### config.mk
export PLATFORM = sky130hd
export DESIGN_NAME = seg_glyph_painter
export DESIGN_NICKNAME = d
export VERILOG_FILES = /design/src/rtl/seg_glyph_painter.sv
export SDC_FILE = /design/constraint.sdc
export NUM_CORES = 1
export LEC_CHECK = 0
export BUFFER_PORTS_ARGS = -buffer_cell sky130_fd_sc_hd__buf_2
export CELL_PAD_IN_SITES_DETAIL_PLACEMENT = 0
export CELL_PAD_IN_SITES_GLOBAL_PLACEMENT = 2
export CORE_MARGIN = 1
export CORE_UTILIZATION = 36
export DETAILED_ROUTE_END_ITERATION = 16
export PLACE_DENSITY = 0.94
export SLEW_MARGIN = 25
export SYNTH_ARGS = -nofsm -noshare
export SYNTH_HDL_FRONTEND = slang
export SYNTH_SLANG_ARGS = --single-unit
### constraint.sdc
create_clock -name CLOCK_50 -period 4.73 [get_ports CLOCK_50]
set_input_delay 0.946 -clock CLOCK_50 [delete_from_list [all_inputs] [get_ports CLOCK_50]]
set_output_delay 0.946 -clock CLOCK_50 [all_outputs]
set_load 0.02 [all_outputs]
### src/rtl/seg_glyph_painter.sv
// seg_glyph_painter: renders NUM_DIGITS packed 7-segment patterns as font glyphs.
// Each frame works from one snapshot of seg_in. For every digit, and for every
// glyph row inside that digit, it issues one font ROM address per cycle. A
// delay line of ROM_LATENCY+1 stages carries the matching framebuffer address,
// so each ROM byte leaves on fb_wdata together with its target address.

module seg_glyph_painter #(
   parameter int  NUM_DIGITS  = 4,
   parameter int  GLYPH_ROWS  = 16,
   parameter int  ROW_STRIDE  = 40,
   parameter int  DIGIT_PITCH = 2,
   parameter int  BASE_ADDR   = 0,
   parameter int  ADDR_W      = 32,
   parameter int  ROM_LATENCY = 1,
   localparam int ROW_W       = $clog2(GLYPH_ROWS),
   localparam int RA_W        = 7 + ROW_W
) (
   input  logic                    CLOCK_50,
   input  logic                    rst_n,
   input  logic [7*NUM_DIGITS-1:0] seg_in,
   input  logic                    refresh_req,
   input  logic                    auto_mode,
   output logic [RA_W-1:0]         rom_addr,
   input  logic [7:0]              rom_data,
   output logic                    fb_we,
   output logic [ADDR_W-1:0]       fb_waddr,
   output logic [7:0]              fb_wdata,
   output logic                    busy,
   output logic                    frame_done
);

   localparam int DIG_W = (NUM_DIGITS > 1) ? $clog2(NUM_DIGITS) : 1;
   localparam int L     = ROM_LATENCY;

   typedef enum logic [1:0] {IDLE, FETCH, DRAIN} state_t;

   state_t                  state, state_nx;
   logic [7*NUM_DIGITS-1:0] snap, snap_nx;
   logic                    pending, pending_nx;
   logic [DIG_W-1:0]        digit, digit_nx;
   logic [ROW_W-1:0]        row, row_nx;
   logic                    issue;
   logic                    trigger;
   logic                    last_issue;
   logic                    pipe_empty;
   logic [6:0]              pattern_nx;
   logic [ADDR_W-1:0]       target_nx;

   // Delay line carrying "a write is due" plus its target address.
   logic [L:0]              pipe_vld;
   logic [ADDR_W-1:0]       pipe_addr [L+1];

   assign trigger    = refresh_req | pending | (auto_mode & (seg_in != snap));
   assign last_issue = (digit == DIG_W'(NUM_DIGITS - 1)) && (row == ROW_W'(GLYPH_ROWS - 1));
   assign pipe_empty = ~|pipe_vld;

   // Next-state logic: frame sequencing, snapshot capture and the issue counters.
   always_comb begin
      // NOTE: every variable gets a default first, so no path can leave one
      // unassigned and infer a latch.
      state_nx   = state;
      snap_nx    = snap;
      pending_nx = pending;
      digit_nx   = digit;
      row_nx     = row;
      issue      = 1'b0;
      unique case (state)
         IDLE: begin
            if (trigger) begin
               snap_nx    = seg_in;
               pending_nx = 1'b0;
               digit_nx   = '0;
               row_nx     = '0;
               issue      = 1'b1;
               state_nx   = FETCH;
            end
         end
         FETCH: begin
            if (last_issue) begin
               state_nx = DRAIN;
            end else begin
               issue = 1'b1;
               if (row == ROW_W'(GLYPH_ROWS - 1)) begin
                  row_nx   = '0;
                  digit_nx = digit + DIG_W'(1);
               end else begin
                  row_nx = row + ROW_W'(1);
               end
            end
         end
         DRAIN: begin
            if (pipe_empty) state_nx = IDLE;
         end
         default: state_nx = IDLE;
      endcase
      // A request that arrives during a frame is remembered. Several such
      // requests still produce only one extra frame.
      if (state != IDLE && refresh_req) pending_nx = 1'b1;
   end

   // Pattern and target address for the item being issued this edge.
   always_comb begin
      pattern_nx = snap_nx[7*digit_nx +: 7];
      target_nx  = ADDR_W'(BASE_ADDR)
                 + ADDR_W'(digit_nx) * ADDR_W'(DIGIT_PITCH)
                 + ADDR_W'(row_nx) * ADDR_W'(ROW_STRIDE);
   end

   // Sequencer state, snapshot, pending flag and issue counters.
   always_ff @(posedge CLOCK_50 or negedge rst_n) begin
      if (!rst_n) begin
         state   <= IDLE;
         snap    <= '0;
         pending <= 1'b0;
         digit   <= '0;
         row     <= '0;
      end else begin
         // NOTE: state registers use non-blocking assignments. Every flop then
         // samples the values from before the edge, whatever order the
         // statements are written in.
         state   <= state_nx;
         snap    <= snap_nx;
         pending <= pending_nx;
         digit   <= digit_nx;
         row     <= row_nx;
      end
   end

   // Font ROM address. It changes only when an item is issued, so it holds its
   // last value between frames.
   always_ff @(posedge CLOCK_50 or negedge rst_n) begin
      if (!rst_n) begin
         rom_addr <= '0;
      end else if (issue) begin
         rom_addr <= {pattern_nx, row_nx};
      end
   end

   // Delay line that aligns each target address with its ROM data.
   always_ff @(posedge CLOCK_50 or negedge rst_n) begin
      if (!rst_n) begin
         pipe_vld <= '0;
         // NOTE: the address stages are reset too. They are a few flops, not a
         // RAM, and the reset keeps a stale address from ever reaching fb_waddr.
         for (int i = 0; i <= L; i++) pipe_addr[i] <= '0;
      end else begin
         pipe_vld     <= {pipe_vld[L-1:0], issue};
         pipe_addr[0] <= target_nx;
         for (int i = 1; i <= L; i++) pipe_addr[i] <= pipe_addr[i-1];
      end
   end

   // Framebuffer write port and status outputs, all registered.
   always_ff @(posedge CLOCK_50 or negedge rst_n) begin
      if (!rst_n) begin
         fb_we      <= 1'b0;
         fb_waddr   <= '0;
         fb_wdata   <= '0;
         busy       <= 1'b0;
         frame_done <= 1'b0;
      end else begin
         fb_we <= pipe_vld[L];
         if (pipe_vld[L]) begin
            fb_waddr <= pipe_addr[L];
            fb_wdata <= rom_data;
         end
         busy       <= (state_nx != IDLE);
         frame_done <= (state == DRAIN) && pipe_empty;
      end
   end

endmodule

==> flow_summary_export.csv <==
group,metric,value,unit
placement,place_area,0.00453,mm^2
logic_synthesis,synth.cell_area,0.00415,mm^2
detailed_routing,postRouteAntennaNets,0,
timing,whs,0.348,ns
detailed_routing,viasPerCell,5.01,
timing,finClkSkew,0.00834,ns
timing,setup_slack,0.885,ns
worst_setup_path,cp_max_fo,32,
timing,hold_violations,0,
detailed_routing,num_vias,3049,
power,seqPwrFrac,0.363,
timing,fin_tns_setup,0,ns
layout,post-route-util,0.441,
power,p_int,2.16,mW
worst_setup_path,crit_path_start,"seg_in[21]",
global_routing,gr-usage-met1,0.233,
logic_synthesis,ys_types,47,
die,dieArea,0.0120,mm^2
logic_synthesis,ys_ff_latch,84,
worst_setup_path,cp-end-kind,"flop",
logic_synthesis,synth_area_per_cell,10.5,um^2
timing,setup_violations,0,
placement,dp_slack,0.549,ns
power,leakage,2.27,nW
layout,drive_gt1_frac,0.239,
timing,rsz0062_at_grt,"no",
layout,post-route-cell-area,0.00486,mm^2
clock_network,clock_tree.buffer_depth,2,
global_routing,overflow,0,
logic_synthesis,synth-async-reset-ratio,1.00,
timing,worst_pin_slew,0.893,ns
global_routing,use_met2,0.267,
global_routing,antenna_found_initial,0,
worst_setup_path,crit_end,"pipe_addr[39]",
die,core,0.0110,mm^2
detailed_routing,route.detailed.drc,0,
timing,fin_crit_sh,0.813,
clock_network,post_cts_buffers,0,
power,pwr-share-comb,0.424,
worst_setup_path,path_class,"in -> reg",
placement,gp_congestion,0.822,
job,maxCapViolCount,0,
clock_network,clock_latency,0.33,ns
logic_synthesis,synth_edf_count,0,
logic_synthesis,synthCells,395,
clock_network,root_buffer,"clkbuf_16",
timing,timing.fmax,0.260,GHz
clock_network,htree_levels,3,
die,die_h,109,um
global_routing,grt_pass1_vias,2851,
placement,port-buffer-count,70,
worst_setup_path,crit_path_start_kind,"primary input",
worst_setup_path,rr_endpoint,"pipe_addr[39]",
worst_setup_path,arrival,4.04,ns
clock_network,cts_resized,0,
timing,drv_slew,0,
global_routing,grt_start_max_net_pins,85,
die,initial_core_util,0.376,
worst_setup_path,crit_required,4.93,ns
logic_synthesis,yosysTopAreaCell,"dfrtp_1",
logic_synthesis,yosys_warnings,0,
clock_network,cts_tree,"done",
die,rows,38,
detailed_routing,wl,9.59,mm
detailed_routing,dr.first_iter.drc_count,250,
logic_synthesis,ys_seq_area_frac,0.507,
power,p_clk_frac,0.213,
global_routing,met3_usage,0.0338,
placement,dp_hpwl,6.77,mm
worst_setup_path,r2r_start,"snap[21]",
global_routing,grt_busiest_layer,"met2",
die,io_pins,94,
layout,n_antenna_cell,0,
power,netSwitchingFraction,0.390,
power,ir_worst_vdd,0.000364,V
worst_setup_path,ff2ff_path_depth,9,
status,status,"finished clean",
timing,slew_headroom,0.404,
layout,fin_nets,510,
power,p_sw,1.38,mW
logic_synthesis,synth.most_common_cell,"nand2_1",
detailed_routing,firstDrtPassIters,4,
power,powerDensity,730,mW/mm^2
logic_synthesis,synth_commonest_cells,"nand2_1, dfrtp_1, xnor2_1, buf_4, o22a_1",
die,die_w,109,um
timing,post-route-min-period,3.84,ns
clock_network,clk_pin_slew,0.06,ns
logic_synthesis,synth-main-ff-cell,"dfrtp_1",
clock_network,ctsHoldBuffers,0,
hold_path,hold_class,"reg -> reg",
logic_synthesis,ys_top_cells_by_area,"dfrtp_1, nand2_1, xnor2_1",
logic_synthesis,synth.top_cell.area_share,0.507,
global_routing,grt_use_total,0.167,
worst_setup_path,r2r_slack,1.19,ns
clock_network,cts_buffers,9,
global_routing,grt_pass1_wl,15.0,mm
detailed_routing,avgRoutedWirePerCell,15.8,um
clock_network,cts.sinks,84,
layout,syn2layout_area_growth,17.1,%
## per-layer routing
metal  vias to the layer above  part of all wire
met5                         -                 0
met4                         0            0.0062
met3                         6             0.055
met2                       101              0.46
met1                      1464              0.48
li1                       1478                 -
## worst min-delay path by stage
stage                         to  cells past startpoint          start  slack, ns
floorplan           pipe_addr[5]                      0  pipe_addr[37]       0.33
global placement    pipe_addr[7]                      0  pipe_addr[39]       0.33
detailed placement  pipe_addr[5]                      0  pipe_addr[37]       0.34
CTS                 pipe_addr[5]                      0  pipe_addr[37]       0.35
global route        pipe_addr[5]                      0  pipe_addr[37]       0.35
finish              pipe_addr[5]                      0  pipe_addr[37]       0.35
## state kept, by name (all words and copies together), names as in the netlist
| name | cells |
|---|---|
| fb_waddr | 9 |
| state | 2 |
| busy | 1 |
| pending | 1 |
| fb_wdata | 8 |
| rom_addr | 11 |
| snap | 28 |
| frame_done | 1 |
| row | 4 |
| pipe_addr | 15 |
| fb_we | 1 |
| pipe_vld | 2 |
| digit | 1 |
## per-stage QoR
stage / cells / power (mW)
global route: 608 / 3.81
detailed placement: 592 / 2.81
floorplan: 417 / 2.37
global placement: 592 / 2.76
CTS: 608 / 3.58
finish: 608 / 3.55
## final cells by class
type | instances | area [um^2]
clock buffers | 9 | 225
clock inverters | 7 | 97.6
fillers | 1071 | 6170
inverters | 4 | 15.0
multi-input cells | 292 | 1870
flip-flops and latches | 84 | 2100
well taps | 140 | 175
repair buffers | 72 | 372
## cell usage in the layout (no fill, tap or decap), drive strengths merged, types with 2 or more instances in the layout
cell type	n
o211ai	2
o22a	21
or2	10
dfrtp	84
nor2	10
buf	72
o32ai	7
and3	2
a41o	7
nand4	7
clkbuf	9
inv	6
nand3	5
nand2b	3
and2	7
conb	23
o21ai	5
clkinvlp	2
bufinv	2
xnor2	29
a22o	2
ha	6
mux2	17
a21o	2
a21oi	6
nand2	91
a211oi	14
nor3	5
## power groups by stage
stage	clock, mW	combinational [mW]	sequential (mW)
after detailed placement	0	1.51	1.30
after global routing	0.806	1.67	1.34
after floorplan	0	1.02	1.35
after CTS	0.773	1.52	1.29
after global placement	0	1.47	1.29
final	0.755	1.50	1.29
## cells by family (layout without fill, tap and decap cells)
kind of cell | after synthesis | after routing | synth area share
AND/OR/NAND/NOR | 143 | 143 | 0.160
flip-flops | 84 | 84 | 0.507
AO/OA/AOI/OAI | 72 | 72 | 0.138
buffers and inverters | 41 | 92 | 0.0618
XOR/XNOR | 30 | 30 | 0.0633
multiplexers | 17 | 17 | 0.0461
adder cells (fa/ha/maj) | 7 | 7 | 0.0229
other | 1 | 23 | 0.000904
## critical path, cell delays in order
cell and delay, ns:
buf_2 0.11, xnor2_1 0.27, nand4_1 0.15, nor4_2 0.39
and3_1 0.47, nor2_4 0.26, nor3_1 0.58, ha_1 0.25
ha_1 0.18, fa_1 0.42
No activity file was read; power rests on OpenSTA's default activity.
